### src/rtl/auto_navigator.sv
// Junction navigator for auto-drive: settles on a stable detector reading, picks a
// direction by the right-hand rule, pulses one turn trigger and escorts the turn to completion.
module auto_navigator #(
   parameter int SETTLE_TIME   = 25,
   parameter int ADVANCE_TIME  = 250,
   parameter int START_TIMEOUT = 4
) (
   input  logic       clk,
   input  logic       rst,
   input  logic       enable,
   input  logic       detect_front,
   input  logic       detect_left,
   input  logic       detect_right,
   input  logic       is_turning,
   output logic       trigger_turn_left,
   output logic       trigger_turn_right,
   output logic       trigger_turn_back,
   output logic       move_forward,
   output logic [1:0] decision
);

   typedef enum logic [3:0] {
      S_IDLE, S_CRUISE, S_SETTLE, S_DECIDE, S_TRIG_L, S_TRIG_R, S_TRIG_B,
      S_WAIT_START, S_WAIT_END, S_ADVANCE
   } state_t;

   localparam logic [31:0] SETTLE_LAST  = 32'(SETTLE_TIME - 1);
   localparam logic [31:0] ADVANCE_LAST = 32'(ADVANCE_TIME - 1);
   localparam logic [31:0] START_LAST   = 32'(START_TIMEOUT - 1);
   localparam logic [2:0]  CORRIDOR     = 3'b011;

   state_t      state_q, state_d;
   logic [31:0] cnt_q, cnt_d;
   logic [2:0]  snap_q, snap_d;
   logic [1:0]  dec_q, dec_d;
   logic        mf_q, mf_d;
   logic        trl_q, trl_d, trr_q, trr_d, trb_q, trb_d;
   logic [2:0]  det;

   assign det = {detect_front, detect_left, detect_right};

   always_ff @(posedge clk or posedge rst) begin
      if (rst) begin
         state_q <= S_IDLE;
         cnt_q   <= '0;
         snap_q  <= '0;
         dec_q   <= '0;
         mf_q    <= 1'b0;
         trl_q   <= 1'b0;
         trr_q   <= 1'b0;
         trb_q   <= 1'b0;
      end else begin
         state_q <= state_d;
         cnt_q   <= cnt_d;
         snap_q  <= snap_d;
         dec_q   <= dec_d;
         mf_q    <= mf_d;
         trl_q   <= trl_d;
         trr_q   <= trr_d;
         trb_q   <= trb_d;
      end
   end

   always_comb begin
      state_d = state_q;
      cnt_d   = cnt_q;
      snap_d  = snap_q;
      dec_d   = dec_q;
      if (!enable) begin
         state_d = S_IDLE;
         cnt_d   = '0;
      end else begin
         unique case (state_q)
            S_IDLE: begin
               state_d = S_SETTLE;
               snap_d  = det;
               cnt_d   = '0;
            end
            S_CRUISE: begin
               if (det != CORRIDOR) begin
                  state_d = S_SETTLE;
                  snap_d  = det;
                  cnt_d   = '0;
               end
            end
            S_SETTLE: begin
               // any change restarts the stability window
               if (det != snap_q) begin
                  snap_d = det;
                  cnt_d  = '0;
               end else if (det == CORRIDOR) begin
                  state_d = S_CRUISE;
                  cnt_d   = '0;
               end else if (cnt_q == SETTLE_LAST) begin
                  state_d = S_DECIDE;
                  cnt_d   = '0;
               end else begin
                  cnt_d = cnt_q + 32'd1;
               end
            end
            S_DECIDE: begin
               cnt_d = '0;
               if (!detect_right) begin
                  state_d = S_TRIG_R;
                  dec_d   = 2'b10;
               end else if (!detect_front) begin
                  state_d = S_ADVANCE;
                  dec_d   = 2'b00;
               end else if (!detect_left) begin
                  state_d = S_TRIG_L;
                  dec_d   = 2'b01;
               end else begin
                  state_d = S_TRIG_B;
                  dec_d   = 2'b11;
               end
            end
            S_TRIG_L, S_TRIG_R, S_TRIG_B: begin
               state_d = S_WAIT_START;
               cnt_d   = '0;
            end
            S_WAIT_START: begin
               if (is_turning) begin
                  state_d = S_WAIT_END;
                  cnt_d   = '0;
               end else if (cnt_q == START_LAST) begin
                  state_d = S_SETTLE;
                  snap_d  = det;
                  cnt_d   = '0;
               end else begin
                  cnt_d = cnt_q + 32'd1;
               end
            end
            S_WAIT_END: begin
               if (!is_turning) begin
                  state_d = S_ADVANCE;
                  cnt_d   = '0;
               end
            end
            S_ADVANCE: begin
               // only an obstacle ahead may cut the clearing run short
               if (detect_front) begin
                  state_d = S_SETTLE;
                  snap_d  = det;
                  cnt_d   = '0;
               end else if (cnt_q == ADVANCE_LAST) begin
                  state_d = S_CRUISE;
                  cnt_d   = '0;
               end else begin
                  cnt_d = cnt_q + 32'd1;
               end
            end
            default: begin
               state_d = S_IDLE;
               cnt_d   = '0;
            end
         endcase
      end
   end

   // outputs are decoded from the next state so they register in step with it
   always_comb begin
      mf_d  = (state_d == S_CRUISE) || (state_d == S_ADVANCE);
      trl_d = (state_d == S_TRIG_L);
      trr_d = (state_d == S_TRIG_R);
      trb_d = (state_d == S_TRIG_B);
   end

   assign trigger_turn_left  = trl_q;
   assign trigger_turn_right = trr_q;
   assign trigger_turn_back  = trb_q;
   assign move_forward       = mf_q;
   assign decision           = dec_q;

endmodule

### config.mk
export PLATFORM = sky130hd
export DESIGN_NAME = auto_navigator
export DESIGN_NICKNAME = d
export VERILOG_FILES = /design/src/rtl/auto_navigator.sv
export SDC_FILE = /design/constraint.sdc
export NUM_CORES = 1
export LEC_CHECK = 0
export ABC_AREA = 1
export CORE_MARGIN = 2
export CORE_UTILIZATION = 60
export CTS_BUF_LIST = sky130_fd_sc_hd__clkbuf_8
export CTS_CLUSTER_SIZE = 12
export DETAILED_ROUTE_END_ITERATION = 16
export DONT_BUFFER_PORTS = 1
export GPL_ROUTABILITY_DRIVEN = 0
export PLACE_DENSITY = 0.8
export SLEW_MARGIN = 20
export SYNTH_ARGS = -nofsm -noshare
export SYNTH_HDL_FRONTEND = slang
export SYNTH_SLANG_ARGS = --single-unit
### constraint.sdc
create_clock -name clk -period 1.7 [get_ports clk]
set_input_delay 0.255 -clock clk [delete_from_list [all_inputs] [get_ports clk]]
set_output_delay 0.255 -clock clk [all_outputs]
set_load 0.01 [all_outputs]
# Yosys cells after proc, flatten, opt, wreduce, memory -nomap -nowiden
# Cells that the tools add are included.
word_totals:
  elab_cells: 77
  out_inout_bits: 6
  register_bits: 45
op_classes:
  add_sub_neg: 1
  n_eq_ne: 27
  reduce_logical: 7
  mux: 34
ops:
  columns: ["operator", "count"]
  rows:
  - ["$mux W32", 10]
  - ["$pmux W32 S5", 1]
  - ["$mux W4", 12]
  - ["$add A32 B1 Y32 const B", 1]
  - ["$eq A32 B2 Y1 const B", 1]
  - ["$eq A32 B5 Y1 const B", 1]
  - ["$eq A32 B8 Y1 const B", 1]
  - ["$pmux W4 S8", 1]
  - ["$eq A4 B3 Y1 const B", 7]
  - ["$mux W3", 5]
  - ["$pmux W3 S5", 1]
  - ["$eq A4 B4 Y1 const B", 3]
  - ["$ne A2 B2 Y1 const B", 5]
  - ["$eq A4 B1 Y1 const B", 2]
  - ["$eq A4 B2 Y1 const B", 2]
  - ["$mux W2", 4]
  - ["$reduce_and A7 Y1", 1]
  - ["$ne A3 B3 Y1 const B", 2]
  - ["$reduce_bool A5 Y1", 1]
  - ["$logic_not A4 Y1", 1]
  - ["$reduce_and A2 Y1", 2]
  - ["$eq A3 B2 Y1 const B", 1]
  - ["$ne A3 B2 Y1 const B", 1]
  - ["$ne A3 B3 Y1", 1]
  - ["other kinds (2)", 2]

# Longest topological paths before layout
# Gate-level depths: netlist of run 1.
logic_depth:
  depth_word: 8
  mapped_depth: 12
  depth_no_buf: 12

# Least setup slack after synthesis of run 1
# OpenSTA, ideal clock, no wires.
synth_path:
  path_type: "flip-flop to flip-flop"
  from: "register cnt_q[0]"
  to: "register cnt_q[30]"
  stages_incl_launch_ff: 10
  path_slack_ps: 71
  path_buffers: 0
  arrival_time_ps: 1506
  path_cell_list: "dfrtp_1 > ha_1 > inv_1 > nor2_2 > nand4_1 > nor2_2 > nand3_1 > or2_0 > nand2_1 > a21oi_1"
synth_between:
  elab_chain_cells: 6
synth_lines:
  columns: ["element", "line", "source"]
  rows:
  - ["start: declaration", "33", "logic [31:0] cnt_q, cnt_d;"]
  - ["start signal: assignment", "54", "cnt_q <= cnt_d;"]
  - ["$add A32 B1 Y32 or $eq A32 B5 Y1 (tied branches)", null, null]
  - ["$mux W32", "94", "end else if (cnt_q == SETTLE_LAST) begin"]
  - ["$mux W32", "91", "end else if (det == CORRIDOR) begin"]
  - ["$mux W32", "88", "if (det != snap_q) begin"]
  - ["$pmux W32 S5 (*)", "73", "unique case (state_q)"]
  - ["$mux W32 (*)", "69", "if (!enable) begin"]
# Every way passes the cells marked *; elsewhere a longest branch is shown, timed or not.
# A chain may end at the register's enable or synchronous reset.

# Worst setup path after layout of run 1
# Ends and elaborated chain as after synthesis.

==> results.json, run 1 <==
{
  "status": "complete, but fails checks",
  "violations": "negative setup slack",
  "die_w_um": 75.5,
  "pwr_density_cell_mw_per_mm2": 554,
  "dominantRegCellSynth": "dfrtp_1",
  "final_cells": 546,
  "whs_path_depth": 2,
  "stdcell_area_mm2": 0.00383,
  "grtUsageTotal_pct": 27.8,
  "grt_max_degree": 52,
  "placed_cell_area_mm2": 0.00338,
  "yosys-top-cells-area": "dfrtp_1, nand2_1, nor2_1",
  "crit_type": "flip-flop to flip-flop",
  "cts.htree.levels": 2,
  "area_delta_synth_final_pct": 24.7,
  "port_buffers": 0,
  "synth_edf_count": 0,
  "r2r_cells": 9,
  "relSlewSlack_pct": 64.9,
  "ys_seq_elements": 45,
  "clock_path_buffers": 2,
  "clock_latency_ns": 0.31,
  "antenna_found_initial": 0,
  "crit_required_ns": 1.90,
  "placementRows": 26,
  "numCtsBuffers": 5,
  "max-vdd-ir-drop_uv": 510,
  "clock-sinks": 45,
  "yosysWarnings": 0,
  "io_pins": 13,
  "overflow": 0,
  "hold_viol_final": 0,
  "dieArea_mm2": 0.00570,
  "start_util_pct": 61.2,
  "layout_min_cycle_time_ns": 1.83,
  "period_share_pct": 108,
  "wl_um": 8440,
  "endpoint_kind": "flip-flop",
  "dp_hpwl_um": 5380,
  "vias_per_cell": 5.86,
  "post-route-drc-count": 0,
  "hold_class": "input port to flip-flop",
  "fmax_mhz": 545,
  "synth_seq_area_share_pct": 36.7,
  "synth_top_area_cell": "dfrtp_1",
  "dr.pass1.iters": 7,
  "finClkSkew_ns": 0.00729,
  "die_y_um": 75.5,
  "crit_fanout": 5,
  "start_kind": "flip-flop",
  "synth_top_area_share_pct": 36.7,
  "timing.final.ws_setup_ns": -0.134,
  "finalSetupViolCount": 24,
  "yosys-top-cells-count": "nand2_1, nor2_1, inv_1",
  "diodes": 0,
  "crit_arrival_ns": 2.03,
  "yosys.cell_types.count": 35,
  "path_clk_slew_ns": 0.09,
  "final_nets": 485,
  "worst_slew_pin_slew_ns": 0.525,
  "vias": 3200,
  "syn_area_mm2": 0.00307,
  "rsz0062_at_grt": "true",
  "netlist_instances": 430,
  "placed_cells": 527,
  "coreArea_mm2": 0.00501,
  "grt_pass1_wl_um": 12100,
  "syn_avg_cell_area_um2": 7.13,
  "p_leak_nw": 1.79,
  "cts_tree": "done",
  "synth_nets": 440,
  "cts-root-buf": "clkbuf_8",
  "finalMaxSlewViolations": 0,
  "drive_gt1_share_pct": 27.7,
  "yosysMostFrequentCell": "nand2_1",
  "antenna_left": 0,
  "cap_violations": 0,
  "wl_per_cell_um": 15.5,
  "drt_iter0_markers": 362,
  "grt_pass1_vias": 2915,
  "async_flop_share_pct": 100
}
routing by layer:
layer	vias up	track usage, %	wire [µm]
li1	1474	-	-
met1	1504	33.5	3280
met2	177	48.3	4320
met3	45	4.89	554
met4	0	12.9	291
met5	-	0	0
critical path, cell delays in order, from the launching register on:
cell	delay, ns
dfrtp_1	0.42
ha_2	0.22
inv_2	0.06
nor2_4	0.14
nand4_1	0.20
nor2_2	0.19
nand3_2	0.11
or2_0	0.25
nand2_1	0.09
a21oi_1	0.04
sequential cells by signal, summed over array words and instances (netlist names):
name	flops
cnt_q	32
trigger_turn_right	1
move_forward	1
decision	2
snap_q	3
trigger_turn_back	1
trigger_turn_left	1
state_q	4
worst paths after layout:
check	slack (ns)	endpoint	start
max	-0.13	cnt_q[30]	cnt_q[0]
min reg2reg	0.53	snap_q[0]	snap_q[0]
min	0.06	state_q[2]	enable
max reg2reg	-0.13	cnt_q[30]	cnt_q[0]
max in group asynchronous	0.77	cnt_q[18]	rst
min in group asynchronous	0.43	snap_q[2]	rst
timing repair:
item	in CTS	in global routing
hold buffers	1	0
hold endpoints to repair	22	0
setup endpoints to repair	26	41
gates cloned	0	2
pin swaps	6	22
gates resized for setup	5	62
buffers inserted	2	6
where the power goes:
group	switching, mW	leakage, nW	total [mW]	internal (mW)
Sequential	0.0185	0.612	1.11	1.09
Clock	0.400	0.0574	0.878	0.478
Combinational	0.0846	1.12	0.134	0.0495
kinds of logic (layout without fill, tap and decap cells):
family,Yosys count,in the layout,share of synthesized area [%]
adders and majority gates,3,3,1.22
buffers and inverters,69,115,10.4
and+or+nand+nor,242,242,36.8
DFF,45,45,36.7
AOI/OAI and AO/OA,52,52,9.42
xor gates and xnor gates,19,19,5.42
cell usage in the layout, fill, tap and decap left out, types with 2 or more instances in the layout:
cell type	instances
nand2_2	11
o21a_1	2
a21oi_1	27
nand2_1	78
xnor2_1	6
clkbuf_8	6
nor2_1	46
xor2_1	13
nand3_2	7
ha_2	2
buf_6	2
nor2_2	21
buf_4	40
buf_12	3
dfrtp_2	4
inv_2	7
o21ai_0	9
nand3_4	3
nor3_1	6
nor2_4	9
dfrtp_1	41
nand2_4	2
a21oi_2	4
nand3_1	33
o21ai_1	4
nand4_1	18
nand3b_1	3
inv_1	51
final cells by class:
class / instances / area, µm²
Timing Repair Buffer: 47 / 418
Multi-Input combinational cell: 316 / 1810
Inverter: 59 / 248
Sequential cell: 45 / 1130
Clock inverter: 2 / 37.5
Clock buffer: 6 / 82.6
Tap cell: 70 / 87.6
Fill cell: 372 / 1180
Timing Repair inverter: 1 / 11.3
through the flow:
stage | setup WS, ns | utilization, % | hold slack (ns) | power [mW] | setup TNS [ns]
floorplan | 0.0706 | - | 0.419 | 1.21 | 0
global placement | -0.0179 | 67.4 | 0.196 | 1.24 | -0.0179
detailed placement | -0.0956 | 67.4 | 0.205 | 1.24 | -0.368
CTS | -0.00279 | 70.8 | 0.0742 | 2.10 | -0.00279
global route | -0.187 | 76.4 | 0.0543 | 2.18 | -4.42
finish | -0.134 | 76.4 | 0.0581 | 2.12 | -0.762
Note: power is estimated with default switching activity, not from simulation.
==> run 2: changes to the inputs <==
--- a/config.mk
+++ b/config.mk
@@ -7,13 +7,13 @@
 export LEC_CHECK = 0
 export ABC_AREA = 1
 export CORE_MARGIN = 2
-export CORE_UTILIZATION = 60
+export CORE_UTILIZATION = 35
 export CTS_BUF_LIST = sky130_fd_sc_hd__clkbuf_8
 export CTS_CLUSTER_SIZE = 12
 export DETAILED_ROUTE_END_ITERATION = 16
 export DONT_BUFFER_PORTS = 1
 export GPL_ROUTABILITY_DRIVEN = 0
-export PLACE_DENSITY = 0.8
+export PLACE_DENSITY = 0.52
 export SLEW_MARGIN = 20
 export SYNTH_ARGS = -nofsm -noshare
 export SYNTH_HDL_FRONTEND = slang
==> run 2 against run 1 <==
Net effect: the flow still finishes with violations (negative setup slack); sequential power hardly changed; via count is 9.2% lower; critical path depth did not move; worst hold slack better by 0.00097 ns; worst setup slack better by 0.10 ns; critical endpoint is now cnt_q[10]; largest power group unchanged.
==> results.json, run 2 (synthesized netlist as in run 1, its figures left out) <==
{
  "start_util_pct": 35.7,
  "die_w_um": 97.6,
  "hold_viol_final": 0,
  "diodes": 0,
  "pwr_density_cell_mw_per_mm2": 508,
  "layout_min_cycle_time_ns": 1.73,
  "crit_arrival_ns": 1.93,
  "overflow": 0,
  "dp_hpwl_um": 5760,
  "rsz0062_at_grt": "true",
  "max-vdd-ir-drop_uv": 401,
  "grtUsageTotal_pct": 17.0,
  "fillerInstances": 877,
  "clkPwrFrac_pct": 37.0,
  "io_pins": 13,
  "post-route-drc-count": 0,
  "finClkSkew_ns": 0.00789,
  "p_leak_nw": 1.80,
  "finalSetupViolCount": 19,
  "finalMaxSlewViolations": 0,
  "status": "complete, but fails checks",
  "worst_slew_pin_slew_ns": 0.526,
  "drive_gt1_share_pct": 26.4,
  "multiInputGateArea_mm2": 0.00178,
  "grt_pass1_vias": 2759,
  "violations": "negative setup slack",
  "drt_iter0_markers": 126,
  "ff2ff_setup_slack_ns": -0.03,
  "port_buffers": 0,
  "final_nets": 493,
  "final_cells": 592,
  "coreArea_mm2": 0.00859,
  "whs_ns": 0.0591,
  "dr.pass1.iters": 4,
  "final_cell_mix": "nand2_1, nor2_1, inv_1",
  "relSlewSlack_pct": 64.6,
  "grt_max_degree": 31,
  "placementRows": 34,
  "vias_per_cell": 4.91,
  "swShare_pct": 26.9,
  "internal_power_mw": 1.44,
  "crit_fanout": 8,
  "final_common_cell": "nand2_1",
  "top_regs": "cnt_q x32, state_q x4, snap_q x3",
  "clock_path_buffers": 2,
  "wl_per_cell_um": 13.4,
  "hold_class": "input port to flip-flop",
  "vias": 2907,
  "placed_cells": 578,
  "cts-root-buf": "clkbuf_8",
  "regMostFlops": "cnt_q",
  "path_clk_slew_ns": 0.10,
  "antenna_found_initial": 0,
  "cap_violations": 0,
  "antenna_left": 0,
  "clock-sinks": 45,
  "crit_type": "flip-flop to flip-flop",
  "start_kind": "flip-flop",
  "dieArea_mm2": 0.00953,
  "p_seq_share_pct": 56.1,
  "period_share_pct": 102,
  "seqCellArea_mm2": 0.00113,
  "fmax_mhz": 578,
  "power_switching_mw": 0.530,
  "timing.final.ws_setup_ns": -0.0312,
  "largest_reg_flops": 32,
  "clock_latency_ns": 0.31,
  "numCtsBuffers": 5,
  "area_delta_synth_final_pct": 26.5,
  "p_comb_share_pct": 6.9,
  "cts.htree.levels": 2,
  "endpoint_kind": "flip-flop",
  "wl_um": 7930,
  "cts_tree": "done",
  "grt_pass1_wl_um": 13100,
  "die_y_um": 97.6,
  "crit_required_ns": 1.90
}
run 2: final cells by class:
cell class,count,area share [%]
clock inverters,3,0.677
inverters,59,5.90
well taps,108,3.48
clock buffers,5,1.77
repair buffers,56,13.2
multi-input cells,316,45.9
flip-flops and latches,45,29.1
run 2: worst paths after layout:
path                                 from    endpoint  cells after the start
worst max-delay path             cnt_q[0]   cnt_q[10]                      9
worst min-delay path               enable  state_q[2]                      2
worst max register to register   cnt_q[0]   cnt_q[10]                      9
worst min register to register  snap_q[0]   snap_q[0]                      2
max in group asynchronous             rst  state_q[0]                      3
min in group asynchronous             rst   cnt_q[31]                      2
run 2: layer usage:
| metal | track usage [%] | routed length (µm) | share of wire (%) | up-vias |
|---|---|---|---|---|
| li1 | - | - | - | 1491 |
| met1 | 23.6 | 3840 | 48 | 1340 |
| met2 | 27.5 | 3640 | 46 | 64 |
| met3 | 2.16 | 327 | 4.1 | 12 |
| met4 | 5.56 | 125 | 1.6 | 0 |
| met5 | 0 | 0 | 0 | - |
run 2: power by group through the flow:
stage                     clock network, mW  registers (mW)  logic, mW
after floorplan                           0            1.12     0.0900
after global placement                    0            1.13      0.124
after detailed placement                  0            1.13      0.125
after CTS                             0.758            1.11      0.128
after global routing                  0.784            1.11      0.156
final                                 0.730            1.11      0.137
run 2: critical path, stage by stage, from the launching register on:
cell and delay [ns]:
dfrtp_1 0.41, ha_2 0.20, nand2_1 0.05, nor2_1 0.13
nand2_2 0.10, o21ai_4 0.24, nand3_4 0.13, nand2_8 0.13
clkbuf_16 0.17, a21oi_1 0.06
run 2: timing repair:
item,4_1_cts,5_1_grt
endpoints found under the hold margin,17,0
pin swaps,2,14
hold buffers,1,0
cloned,0,2
setup endpoints to repair,34,41
buffers inserted,0,3
gates resized for setup,6,43
run 2: per-stage QoR:
| stage | setup WS, ns | cell area (µm²) | TNS, ns | util (%) | power (mW) |
|---|---|---|---|---|---|
| detailed placement | -0.0370 | 3540 | -0.116 | 41.1 | 1.25 |
| finish | -0.0312 | 3880 | -0.315 | 45.2 | 1.97 |
| CTS | 0.00156 | 3660 | 0 | 42.5 | 1.99 |
| floorplan | 0.0706 | 3070 | 0 | - | 1.21 |
| global placement | -0.00447 | 3540 | -0.00582 | 41.1 | 1.25 |
| global route | -0.127 | 3880 | -3.88 | 45.2 | 2.05 |
